==> config.mk <==
export PLATFORM = sky130hd
export DESIGN_NAME = apb_master_fsm
export DESIGN_NICKNAME = d
export VERILOG_FILES = /design/src/rtl/apb_master_fsm.sv
export SDC_FILE = /design/constraint.sdc
export NUM_CORES = 1
export LEC_CHECK = 0
export CAP_MARGIN = 40
export CORE_ASPECT_RATIO = 0.75
export CORE_UTILIZATION = 40
export CTS_CLUSTER_SIZE = 8
export DETAILED_ROUTE_END_ITERATION = 8
export PLACE_DENSITY = 0.76
export SETUP_SLACK_MARGIN = 0.02
export SYNTH_ARGS = -nofsm -noshare
export SYNTH_HDL_FRONTEND = slang
export SYNTH_SLANG_ARGS = --single-unit
==> constraint.sdc <==
create_clock -name pclk_i -period 9.05 [get_ports pclk_i]
set_input_delay 1.81 -clock pclk_i [delete_from_list [all_inputs] [get_ports pclk_i]]
set_output_delay 1.81 -clock pclk_i [all_outputs]
set_load 0.005 [all_outputs]
==> src/rtl/apb_master_fsm.sv <==
// ---------------------------------------------------------------------------
// apb_master_fsm
//   Converts single request/response transactions into APB transfers.
//   Only one transfer is in flight at a time. The request is accepted in IDLE,
//   driven as SETUP then ACCESS on the APB, and returned as a held response.
//   If TIMEOUT_CYCLES is nonzero, a transfer whose slave never signals ready
//   is aborted after that many ACCESS cycles.
//
// Handshake semantics (request and response sides alike):
//   a beat moves on the rising edge where valid and ready are both high.
//   The producer holds valid and its payload steady until that edge. Ready
//   never depends on the payload.
//
// Ports
//   pclk_i, preset_i         clock, asynchronous active-high reset
//   req_valid_i/req_ready_o  request handshake
//   req_addr_i, req_write_i, req_wdata_i, req_strb_i, req_prot_i
//                            request payload
//   resp_valid_o/resp_ready_i response handshake
//   resp_rdata_o, resp_err_o, resp_timeout_o
//                            response payload, zero outside RESP
//   paddr_o, pprot_o, psel_o, penable_o, pwrite_o, pwdata_o, pstrb_o
//                            APB master outputs
//   pready_i, prdata_i, pslverr_i
//                            APB slave inputs, sampled only in ACCESS
//   state_o                  debug view of the FSM state
// ---------------------------------------------------------------------------
module apb_master_fsm #(
    parameter int ADDR_WIDTH     = 32,
    parameter int DATA_WIDTH     = 32,
    parameter int TIMEOUT_CYCLES = 16
) (
    input  logic                    pclk_i,
    input  logic                    preset_i,
    input  logic                    req_valid_i,
    output logic                    req_ready_o,
    input  logic [ADDR_WIDTH-1:0]   req_addr_i,
    input  logic                    req_write_i,
    input  logic [DATA_WIDTH-1:0]   req_wdata_i,
    input  logic [DATA_WIDTH/8-1:0] req_strb_i,
    input  logic [2:0]              req_prot_i,
    output logic                    resp_valid_o,
    input  logic                    resp_ready_i,
    output logic [DATA_WIDTH-1:0]   resp_rdata_o,
    output logic                    resp_err_o,
    output logic                    resp_timeout_o,
    output logic [ADDR_WIDTH-1:0]   paddr_o,
    output logic [2:0]              pprot_o,
    output logic                    psel_o,
    output logic                    penable_o,
    output logic                    pwrite_o,
    output logic [DATA_WIDTH-1:0]   pwdata_o,
    output logic [DATA_WIDTH/8-1:0] pstrb_o,
    input  logic                    pready_i,
    input  logic [DATA_WIDTH-1:0]   prdata_i,
    input  logic                    pslverr_i,
    output logic [1:0]              state_o
);

    localparam int STRB_WIDTH = DATA_WIDTH / 8;
    localparam bit TIMEOUT_EN = (TIMEOUT_CYCLES != 0);
    localparam int CNT_W      = (TIMEOUT_CYCLES > 0) ? $clog2(TIMEOUT_CYCLES + 1) : 1;
    localparam logic [CNT_W-1:0] CNT_LIMIT = CNT_W'(TIMEOUT_CYCLES);
    localparam logic [CNT_W-1:0] CNT_MAX   = {CNT_W{1'b1}};

    typedef enum logic [1:0] {
        S_IDLE   = 2'd0,
        S_SETUP  = 2'd1,
        S_ACCESS = 2'd2,
        S_RESP   = 2'd3
    } state_t;

    state_t state, state_nxt;

    logic                  accept;
    logic                  complete;
    logic                  expire;
    logic [CNT_W-1:0]      cnt;
    logic [CNT_W-1:0]      cnt_inc;

    logic [ADDR_WIDTH-1:0] addr_q;
    logic                  write_q;
    logic [DATA_WIDTH-1:0] wdata_q;
    logic [STRB_WIDTH-1:0] strb_q;
    logic [2:0]            prot_q;
    logic [DATA_WIDTH-1:0] rdata_q;
    logic                  err_q;
    logic                  tmo_q;

    assign cnt_inc = cnt + CNT_W'(1);

    // State register
    always_ff @(posedge pclk_i or posedge preset_i) begin
        if (preset_i) begin
            state <= S_IDLE;
        end else begin
            state <= state_nxt;
        end
    end

    // Next-state and handshake outputs
    always_comb begin
        state_nxt    = state;
        req_ready_o  = 1'b0;
        psel_o       = 1'b0;
        penable_o    = 1'b0;
        resp_valid_o = 1'b0;
        accept       = 1'b0;
        complete     = 1'b0;
        expire       = 1'b0;
        case (state)
            S_IDLE: begin
                req_ready_o = 1'b1;
                if (req_valid_i) begin
                    accept    = 1'b1;
                    state_nxt = S_SETUP;
                end
            end
            S_SETUP: begin
                psel_o    = 1'b1;
                state_nxt = S_ACCESS;
            end
            S_ACCESS: begin
                psel_o    = 1'b1;
                penable_o = 1'b1;
                // A ready slave wins over a counter that reaches its limit
                // in the same cycle.
                if (pready_i) begin
                    complete  = 1'b1;
                    state_nxt = S_RESP;
                end else if (TIMEOUT_EN && (cnt_inc == CNT_LIMIT)) begin
                    expire    = 1'b1;
                    state_nxt = S_RESP;
                end
            end
            S_RESP: begin
                resp_valid_o = 1'b1;
                if (resp_ready_i) begin
                    state_nxt = S_IDLE;
                end
            end
            default: begin
                state_nxt = S_IDLE;
            end
        endcase
    end

    // Wait-state counter: cleared on acceptance (entry to SETUP), counts
    // stalled ACCESS cycles, saturates instead of wrapping.
    always_ff @(posedge pclk_i or posedge preset_i) begin
        if (preset_i) begin
            cnt <= '0;
        end else if (accept) begin
            cnt <= '0;
        end else if ((state == S_ACCESS) && !pready_i && (cnt != CNT_MAX)) begin
            cnt <= cnt_inc;
        end
    end

    // Request and response holding registers. Read transfers carry zero
    // write data and strobes on the bus.
    always_ff @(posedge pclk_i or posedge preset_i) begin
        if (preset_i) begin
            addr_q  <= '0;
            write_q <= 1'b0;
            wdata_q <= '0;
            strb_q  <= '0;
            prot_q  <= '0;
            rdata_q <= '0;
            err_q   <= 1'b0;
            tmo_q   <= 1'b0;
        end else begin
            if (accept) begin
                addr_q  <= req_addr_i;
                write_q <= req_write_i;
                wdata_q <= req_write_i ? req_wdata_i : '0;
                strb_q  <= req_write_i ? req_strb_i : '0;
                prot_q  <= req_prot_i;
            end
            if (complete) begin
                rdata_q <= write_q ? '0 : prdata_i;
                err_q   <= pslverr_i;
                tmo_q   <= 1'b0;
            end else if (expire) begin
                rdata_q <= '0;
                err_q   <= 1'b1;
                tmo_q   <= 1'b1;
            end
        end
    end

    assign paddr_o  = addr_q;
    assign pwrite_o = write_q;
    assign pwdata_o = wdata_q;
    assign pstrb_o  = strb_q;
    assign pprot_o  = prot_q;

    // Response payload is only presented while the response is valid.
    assign resp_rdata_o   = (state == S_RESP) ? rdata_q : '0;
    assign resp_err_o     = (state == S_RESP) && err_q;
    assign resp_timeout_o = (state == S_RESP) && tmo_q;

    assign state_o = state;

endmodule

==> impl_metrics.tcl, run 1 <==
set metrics [dict create \
    first_iter_violations 183 \
    arrival_ps 2070 \
    async_flop_share_pct 100.0 \
    final_core_util_pct 63.59 \
    drc 0 \
    crit_fanout 30 \
    reg2reg_to "rdata_q[7]$_DFFE_PP0P_" \
    r2r-start "cnt[0]$_DFFE_PP0P_" \
    syn_to_final_growth_pct 55.53 \
    synth_edf_count 0 \
    grt_pass1_vias 4808 \
    cts_tree "built" \
    setup_tns_ps 0 \
    grt_usage_pct 22.26 \
    crit_slowest_cell "clkdlybuf4s50_1" \
    r2r_setup_slack_ps 6680 \
    tightest_slew_ps 741.0 \
    netlist_area_sq_um 5304 \
    irDropWorstVdd_mv 0.1753 \
    num_rows 36 \
    synthSimpleGateAreaFrac_pct 30.64 \
    synthTopCellsByCount "184 x nand2_1, 113 x dfrtp_1, 39 x nand3_1" \
    cts.sinks 113 \
    worstHoldStart "pwdata_o[14]$_DFFE_PP0P_" \
    avgSynthCellArea_sq_um 9.160 \
    hold_buffers 0 \
    whs_endpoint "pwdata_o[14]$_DFFE_PP0P_" \
    hp-class "reg2reg" \
    synth-adder-area-share_pct 1.180 \
    ys_seq_area_share_pct 53.31 \
    skew_ps 9.156 \
    root_buffer "clkbuf_16" \
    wl_um 14620 \
    ys.flop_type "dfrtp_1" \
    finalSetupViolCount 0 \
    synth.distinct_cells 35 \
    crit_required_ps 7240 \
    grt_pass1_wl_um 23690 \
    hold_path_depth 2 \
    synth_xor_area_share_pct 0.3303 \
    fill_cells 1014 \
    cts_buffers 17 \
    timing.slew.headroom_pct 50.60 \
    cts_resized 0 \
    overflow 0 \
    synth_top_cell_by_area "dfrtp_1" \
    path_clk_slew_ps 50 \
    hpwl_um 10090 \
    synth-seq-cells 113 \
    drt-vias-per-instance 4.851 \
    fmax_mhz 257.5 \
    status "completed" \
    fin_cells 975 \
    synth.most_common_cell "nand2_1" \
    routed-via-count 4730 \
    synth_top_area_share_pct 53.31 \
    crit_chain "ha_1, buf_8, and2_1, clkdlybuf4s50_1" \
    htree_num_levels 4 \
    yosys_warnings 0 \
    start_util_pct 40.89 \
    synth_compound_area_share_pct 10.76 \
    max_cap_viol_count 0 \
    synth_top_family_by_area "simple AND/OR/NAND/NOR gates" \
    rsz0062_at_grt "no" \
    drive_above_1_share_pct 10.20 \
    finalCritPeriodShare_pct 42.91 \
    gp_routability_congestion 0.7964 \
    hold_viol 0 \
    hold_slack_ps 462.7 \
    wl_per_cell_um 15.00 \
    powerDensity_nw_per_um2 328.3 \
    dp.cells 943 \
    critPathKind "reg2out" \
    drt-pass1-iter-count 4 \
    diodes 0 \
    grt_max_degree 73 \
    slowest_delay_ps 500 \
    crit_path_end_kind "output port" \
    r2r_cells 7 \
    cts_max_path_buffers 2 \
    num_io_pins 222 \
    p_leak_nw 3.699 \
    nets 906 \
    yosys-top-cells-area "dfrtp_1 53%, nand2_1 13%, o21ai_2 5.0%" \
    antenna_found_initial 0 \
    crit_path_start_kind "register" \
    port_buffers 221 \
    postCtsSetupRepairBufs 0 \
    fin_crit_ps 3884 \
    slew_viol_final 0 \
    synthCells 579 \
    core-area_sq_um 12970 \
    clk_latency_ps 400 \
    dieArea_sq_um 13730 \
    synth_mux_area_share_pct 0 \
    ant_nets 0 \
    die_h_um 101.7 \
    syn_nets 694 \
    die_w_um 135.0 \
]
==> worst max-delay path by stage <==
stage	start	endpoint	slack [ps]	depth (start not counted)
floorplan	preset_i	cnt[0]$_DFFE_PP0P_	4250	1
global placement	pready_i	rdata_q[15]$_DFFE_PP0P_	5100	5
detailed placement	req_valid_i	pwdata_o[24]$_DFFE_PP0P_	5340	5
CTS	state_o[1]$_DFFE_PP0P_	resp_rdata_o[1]	5150	4
global route	state_o[1]$_DFFE_PP0P_	resp_rdata_o[21]	5050	4
finish	state_o[1]$_DFFE_PP0P_	resp_rdata_o[2]	5170	4
==> worst max-delay path, delay by kind of cell, from the launching register on <==
| kind | cells | cell delay, ps |
|---|---|---|
| buffers and inverters | 2 | 720 |
| adder cells (fa/ha/maj) | 1 | 350 |
| flip-flops | 1 | 430 |
| AND/OR/NAND/NOR | 1 | 170 |
==> sequential cells by signal, indices dropped and copies added (netlist names), 2 cells and up <==
signal,flops
cnt,5
pstrb_o,4
pprot_o,3
state_o,2
paddr_o,32
pwdata_o,32
rdata_q,32
==> area by class of cell <==
class,count,area [sq um],share of cell area (%)
clock buffers,21,450.4,5.460
clock inverters,11,137.6,1.668
inverters,4,17.52,0.2123
multi-input cells,424,2280,27.64
flip-flops and latches,113,2828,34.28
well taps,171,214.0,2.594
repair buffers,231,2322,28.15
==> placed cells by master (no fill, tap or decap), types with 2 or more instances in the layout <==
cell type | netlist | routed
nand3_1 | 39 | 39
clkdlybuf4s50_1 | 0 | 221
nor2b_1 | 35 | 35
o31ai_1 | 3 | 3
ha_1 | 5 | 5
nor2_1 | 2 | 2
xnor2_1 | 2 | 2
clkinv_2 | 0 | 5
buf_4 | 0 | 7
inv_1 | 4 | 3
and3b_1 | 2 | 2
dfrtp_1 | 113 | 113
and2_1 | 35 | 34
o21ai_0 | 4 | 4
nand2b_1 | 32 | 32
a21oi_1 | 35 | 35
clkinvlp_4 | 0 | 3
nand2_1 | 184 | 183
o21ai_2 | 30 | 30
bufinv_16 | 0 | 3
buf_8 | 0 | 2
clkbuf_1 | 22 | 3
clkbuf_16 | 0 | 17
==> cells by family after synthesis <==
family / count (synthesis)
simple gates: 336
flops: 113
compound gates: 81
buf+inv: 42
fa+ha+maj: 5
xor+xnor: 2
==> through the flow <==
step                      total power, mW  setup WS (ps)  instance area (sq um)
final                               2.708           5166                   8249
after global routing                2.903           5051                   8249
after CTS                           2.735           5151                   8249
after floorplan                     1.401           4253                   5304
after detailed placement            2.050           5335                   7661
after global placement              1.997           5097                   7604
==> power breakdown <==
group / internal, mW / switching [mW] / total, mW / leakage, nW
clock network: 0.437 / 0.230 / 0.667 / 0.283
logic: 0.661 / 0.503 / 1.16 / 2.04
registers: 0.735 / 0.141 / 0.876 / 1.37
total: 1.83 / 0.875 / 2.71 / 3.70
==> metal layers <==
| metal | vias up | GRT usage [%] | share of wire (%) |
|---|---|---|---|
| met5 | - | 0 | 0 |
| met1 | 2240 | 27.25 | 43 |
| met3 | 19 | 9.459 | 10 |
| li1 | 2299 | - | - |
| met2 | 172 | 35.37 | 46 |
| met4 | 0 | 7.865 | 1.3 |
(Power assumes the default switching activity.)
==> run 2, diff against run 1 <==
==> constraint.sdc (replaced) <==
create_clock -name pclk_i -period 4 [get_ports pclk_i]
set_input_delay 0.8 -clock pclk_i [delete_from_list [all_inputs] [get_ports pclk_i]]
set_output_delay 0.8 -clock pclk_i [all_outputs]
set_load 0.005 [all_outputs]
==> impl_metrics.tcl, run 2 (synthesized netlist as in run 1, its figures left out) <==
set metrics [dict create \
    hold_path_depth 2 \
    cts.sinks 113 \
    pre_cts_ws_ps 1195 \
    fill_cells 1054 \
    fin_crit_ps 2968 \
    path_clk_slew_ps 60 \
    cts_resized 0 \
    grt_usage_pct 23.20 \
    ant_nets 0 \
    clk_latency_ps 410 \
    hold_buffers 0 \
    port_buffers 221 \
    p_sw_share_pct 32.55 \
    wl_per_cell_um 15.70 \
    routed-via-count 4772 \
    hp-class "reg2reg" \
    num_io_pins 222 \
    layout_common_cells "221 x clkdlybuf4s50_1, 183 x nand2_1, 113 x dfrtp_1, 39 x nand3_1" \
    gp_routability_congestion 0.7923 \
    p_sw_mw 2.028 \
    overflow 0 \
    drive_above_1_share_pct 10.67 \
    hold_viol 0 \
    fmax_mhz 337.0 \
    cts_buffers 17 \
    finalSetupViolCount 0 \
    arrival_ps 2170 \
    total_power_mw 6.230 \
    rsz0062_at_grt "no" \
    first_iter_violations 278 \
    crit_path_start_kind "register" \
    start_util_pct 40.89 \
    clkPwrFrac_pct 25.4 \
    htree_num_levels 4 \
    final_common_cell "clkdlybuf4s50_1" \
    crit_fanout 15 \
    dp.cells 944 \
    fin_cells 977 \
    powerDensity_nw_per_um2 751.6 \
    skew_ps 8.920 \
    postCtsSetupRepairBufs 0 \
    tightest_slew_ps 713.2 \
    drt-pass1-iter-count 4 \
    cts_tree "built" \
    critPathKind "reg2out" \
    regArea_sq_um 2828 \
    multi_input_area_sq_um 2280 \
    finalCritPeriodShare_pct 74.19 \
    slew_viol_final 0 \
    die_w_um 135.0 \
    die_h_um 101.7 \
    intPower_mw 4.202 \
    setup_tns_ps 0 \
    diodes 0 \
    core-area_sq_um 12970 \
    drt-vias-per-instance 4.884 \
    irDropWorstVdd_mv 0.4945 \
    reg2reg_to "rdata_q[6]$_DFFE_PP0P_" \
    crit_slowest_cell "ha_1" \
    antenna_found_initial 0 \
    p_seq_share_pct 32.1 \
    root_buffer "clkbuf_16" \
    postPlaceCellArea_sq_um 7654 \
    grt_pass1_wl_um 24410 \
    crit_path_end_kind "output port" \
    grt_pass1_vias 4855 \
    p_comb_share_pct 42.5 \
    timing.slew.headroom_pct 52.46 \
    drc 0 \
    setup_slack_ps 1032 \
    r2r_cells 7 \
    crit_chain "inv_1, ha_1, clkdlybuf4s50_1" \
    dieArea_sq_um 13730 \
    nets 908 \
    whs_endpoint "pwdata_o[10]$_DFFE_PP0P_" \
    worstHoldStart "pwdata_o[10]$_DFFE_PP0P_" \
    cts_max_path_buffers 2 \
    p_leak_nw 3.724 \
    grt_max_degree 52 \
    num_rows 36 \
    r2r-start "cnt[0]$_DFFE_PP0P_" \
    wl_um 15340 \
    max_cap_viol_count 0 \
    status "completed" \
    r2r_setup_slack_ps 1360 \
    crit_required_ps 3200 \
    slowest_delay_ps 630 \
    syn_to_final_growth_pct 56.26 \
    hpwl_um 10590 \
    postLayoutCellArea_sq_um 8288 \
]
run 2: cell count changes in the layout (fill, tap and decap cells not counted):
cell,previous run,this run
buf_12,0,1
buf_16,1,0
buf_4,7,9
bufinv_16,3,4
clkbuf_1,3,1
clkbuf_8,1,0
clkinv_2,5,4
clkinv_4,0,4
clkinvlp_4,3,2
run 2: worst max-delay path by stage:
stage	from	end	slack [ps]	cells after the start
3_5_place_dp	state_o[1]$_DFFE_PP0P_	resp_rdata_o[4]	1190	3
4_1_cts	state_o[1]$_DFFE_PP0P_	resp_rdata_o[4]	760	3
2_1_floorplan	preset_i	cnt[0]$_DFFE_PP0P_	210	1
5_1_grt	state_o[0]$_DFFE_PP0P_	penable_o	940	3
6_report	state_o[0]$_DFFE_PP0P_	penable_o	1030	3
3_3_place_gp	state_o[1]$_DFFE_PP0P_	resp_rdata_o[0]	1390	3
run 2: area by class of cell:
type	instances	share of cell area (%)
sequential	113	34.12
inverter	4	0.2114
clock inverter	14	2.295
tap	171	2.582
timing repair buffer	233	28.11
clock buffer	18	5.178
multi-input combinational	424	27.51
run 2: power by group through the flow:
stage	Clock [mW]	Sequential [mW]	Combinational, mW
2_1_floorplan	0	1.97	1.20
3_3_place_gp	0	1.97	2.56
5_1_grt	1.66	2.07	2.94
3_5_place_dp	0	2.00	2.65
6_report	1.58	2.00	2.65
4_1_cts	1.61	2.00	2.67
run 2: worst max-delay path: cells and delay by family, from the launching register on:
family,cells,cell delay [ps]
buffers and inverters,2,740
adder cells (fa/ha/maj),1,630
flip-flops,1,390
run 2: per-stage QoR:
step | hold slack [ps] | utilization [%]
2_1_floorplan | 462.8 | -
3_3_place_gp | 449.0 | 58.88
3_5_place_dp | 455.6 | 59.00
4_1_cts | 468.5 | 63.77
5_1_grt | 491.7 | 63.89
6_report | 465.7 | 63.89
run 2: per-layer routing:
metal | wire (um) | track usage, % | vias to the layer above
met3 | 1458 | 8.859 | 14
met4 | 139 | 7.606 | 0
met2 | 7199 | 37.95 | 183
met5 | 0 | 0 | -
met1 | 6537 | 28.39 | 2271
li1 | - | - | 2304
==> run 3, diff against run 2 <==
==> constraint.sdc (replaced) <==
create_clock -name pclk_i -period 2.95 [get_ports pclk_i]
set_input_delay 0.59 -clock pclk_i [delete_from_list [all_inputs] [get_ports pclk_i]]
set_output_delay 0.59 -clock pclk_i [all_outputs]
set_load 0.005 [all_outputs]
==> impl_metrics.tcl, run 3 (synthesized netlist as in run 1, its figures left out) <==
set metrics [dict create \
    fmax_mhz 374.4 \
    routed-via-count 4737 \
    drt-vias-per-instance 4.858 \
    overflow 0 \
    root_buffer "clkbuf_16" \
    finalSetupViolCount 0 \
    cts_max_path_buffers 2 \
    startpoint "state_o[1]$_DFFE_PP0P_" \
    irDropWorstVdd_mv 0.6032 \
    cts_buffers 17 \
    htree_num_levels 4 \
    diodes 0 \
    setup_tns_ps 0 \
    hpwl_um 10670 \
    num_io_pins 222 \
    grt_max_degree 57 \
    crit_fanout 29 \
    cts.sinks 113 \
    r2r-start "cnt[0]$_DFFE_PP0P_" \
    ant_nets 0 \
    antenna_found_initial 0 \
    drive_above_1_share_pct 9.950 \
    die_h_um 101.7 \
    fin_crit_ps 2671 \
    reg2reg_to "rdata_q[6]$_DFFE_PP0P_" \
    dieArea_sq_um 13730 \
    hold_viol 0 \
    skew_ps 10.97 \
    die_w_um 135.0 \
    powerDensity_nw_per_um2 1009 \
    r2r_cells 7 \
    multi_input_area_sq_um 2280 \
    port_buffers 221 \
    crit_end "resp_rdata_o[2]" \
    postPlaceCellArea_sq_um 7667 \
    wl_per_cell_um 15.63 \
    critPathKind "reg2out" \
    intPower_mw 5.621 \
    timing.slew.headroom_pct 55.19 \
    drc 0 \
    wl_um 15240 \
    crit_chain "ha_1, buf_4, and2_1, clkdlybuf4s50_1" \
    cts_tree "built" \
    finalCritPeriodShare_pct 90.53 \
    arrival_ps 2080 \
    crit_slowest_cell "clkdlybuf4s50_1" \
    regArea_sq_um 2828 \
    syn_to_final_growth_pct 55.27 \
    crit_required_ps 2360 \
    nets 908 \
    slew_viol_final 0 \
    cts_resized 0 \
    path_clk_slew_ps 50 \
    start_util_pct 40.89 \
    hp-class "reg2reg" \
    r2r_setup_slack_ps 540 \
    hold_buffers 0 \
    final_core_util_pct 63.48 \
    final_common_cell "clkdlybuf4s50_1" \
    postLayoutCellArea_sq_um 8235 \
    p_leak_nw 3.702 \
    drt-pass1-iter-count 4 \
    max_cap_viol_count 0 \
    num_rows 36 \
    grt_usage_pct 22.52 \
    p_sw_share_pct 32.38 \
    crit_path_start_kind "register" \
    clk_latency_ps 410 \
    grt_pass1_wl_um 23650 \
    clkPwrFrac_pct 24.0 \
    grt_pass1_vias 4684 \
    p_seq_share_pct 32.6 \
    postCtsSetupRepairBufs 0 \
    crit_path_end_kind "output port" \
    status "completed" \
    first_iter_violations 230 \
    core-area_sq_um 12970 \
    p_comb_share_pct 43.3 \
    hold_slack_ps 463.8 \
    gp_routability_congestion 0.8206 \
    tightest_slew_ps 669.8 \
    fill_cells 1044 \
    layout_common_cells "221 x clkdlybuf4s50_1, 183 x nand2_1, 113 x dfrtp_1, 39 x nand3_1" \
    p_sw_mw 2.691 \
    rsz0062_at_grt "no" \
    slowest_delay_ps 500 \
]
run 3: per-stage QoR:
step                std cells  total power, mW  worst slack (ps)
floorplan                 579            4.298             988.6
global placement          945            6.185             680.1
detailed placement        945            6.330             603.3
CTS                       975            8.391             229.2
global route              975            8.868             92.89
finish                    975            8.312             279.3
run 3: area by class of cell:
| type | instances | area share, % |
|---|---|---|
| Clock buffer | 23 | 5.561 |
| Clock inverter | 7 | 1.337 |
| Inverter | 4 | 0.2279 |
| Multi-Input combinational cell | 424 | 27.68 |
| Sequential cell | 113 | 34.34 |
| Tap cell | 171 | 2.598 |
| Timing Repair Buffer | 233 | 28.26 |
run 3: how the worst min path moves through the flow:
| stage | from | end | slack, ps | cells after the start |
|---|---|---|---|---|
| floorplan | pstrb_o[0]$_DFFE_PP0P_ | pstrb_o[0]$_DFFE_PP0P_ | 460 | 2 |
| global placement | pwdata_o[9]$_DFFE_PP0P_ | pwdata_o[9]$_DFFE_PP0P_ | 450 | 2 |
| detailed placement | pwdata_o[9]$_DFFE_PP0P_ | pwdata_o[9]$_DFFE_PP0P_ | 460 | 2 |
| CTS | pwdata_o[5]$_DFFE_PP0P_ | pwdata_o[5]$_DFFE_PP0P_ | 470 | 2 |
| global route | pwdata_o[9]$_DFFE_PP0P_ | pwdata_o[9]$_DFFE_PP0P_ | 480 | 2 |
| finish | pwdata_o[9]$_DFFE_PP0P_ | pwdata_o[9]$_DFFE_PP0P_ | 460 | 2 |
run 3: layer usage:
| layer | vias up | global-route usage, % | part of all wire (%) |
|---|---|---|---|
| met5 | - | 0 | 0 |
| met4 | 0 | 7.174 | 1.5 |
| met3 | 21 | 10.01 | 9.8 |
| met2 | 186 | 35.33 | 46 |
| met1 | 2235 | 27.95 | 43 |
| li1 | 2295 | - | - |
run 3: critical path, delay by kind of cell (launching register included):
family                     cells  cell delay, ps
adders and majority gates      1             330
buffers and inverters          2             790
DFF                            1             400
and+or+nand+nor                1             160
run 3: power groups by stage:
| stage | logic (mW) | clock network, mW | registers, mW |
|---|---|---|---|
| 4_1_cts | 3.65 | 2.03 | 2.71 |
| 3_5_place_dp | 3.62 | 0 | 2.71 |
| 6_report | 3.60 | 2.00 | 2.71 |
| 2_1_floorplan | 1.63 | 0 | 2.67 |
| 3_3_place_gp | 3.51 | 0 | 2.67 |
| 5_1_grt | 3.96 | 2.11 | 2.79 |
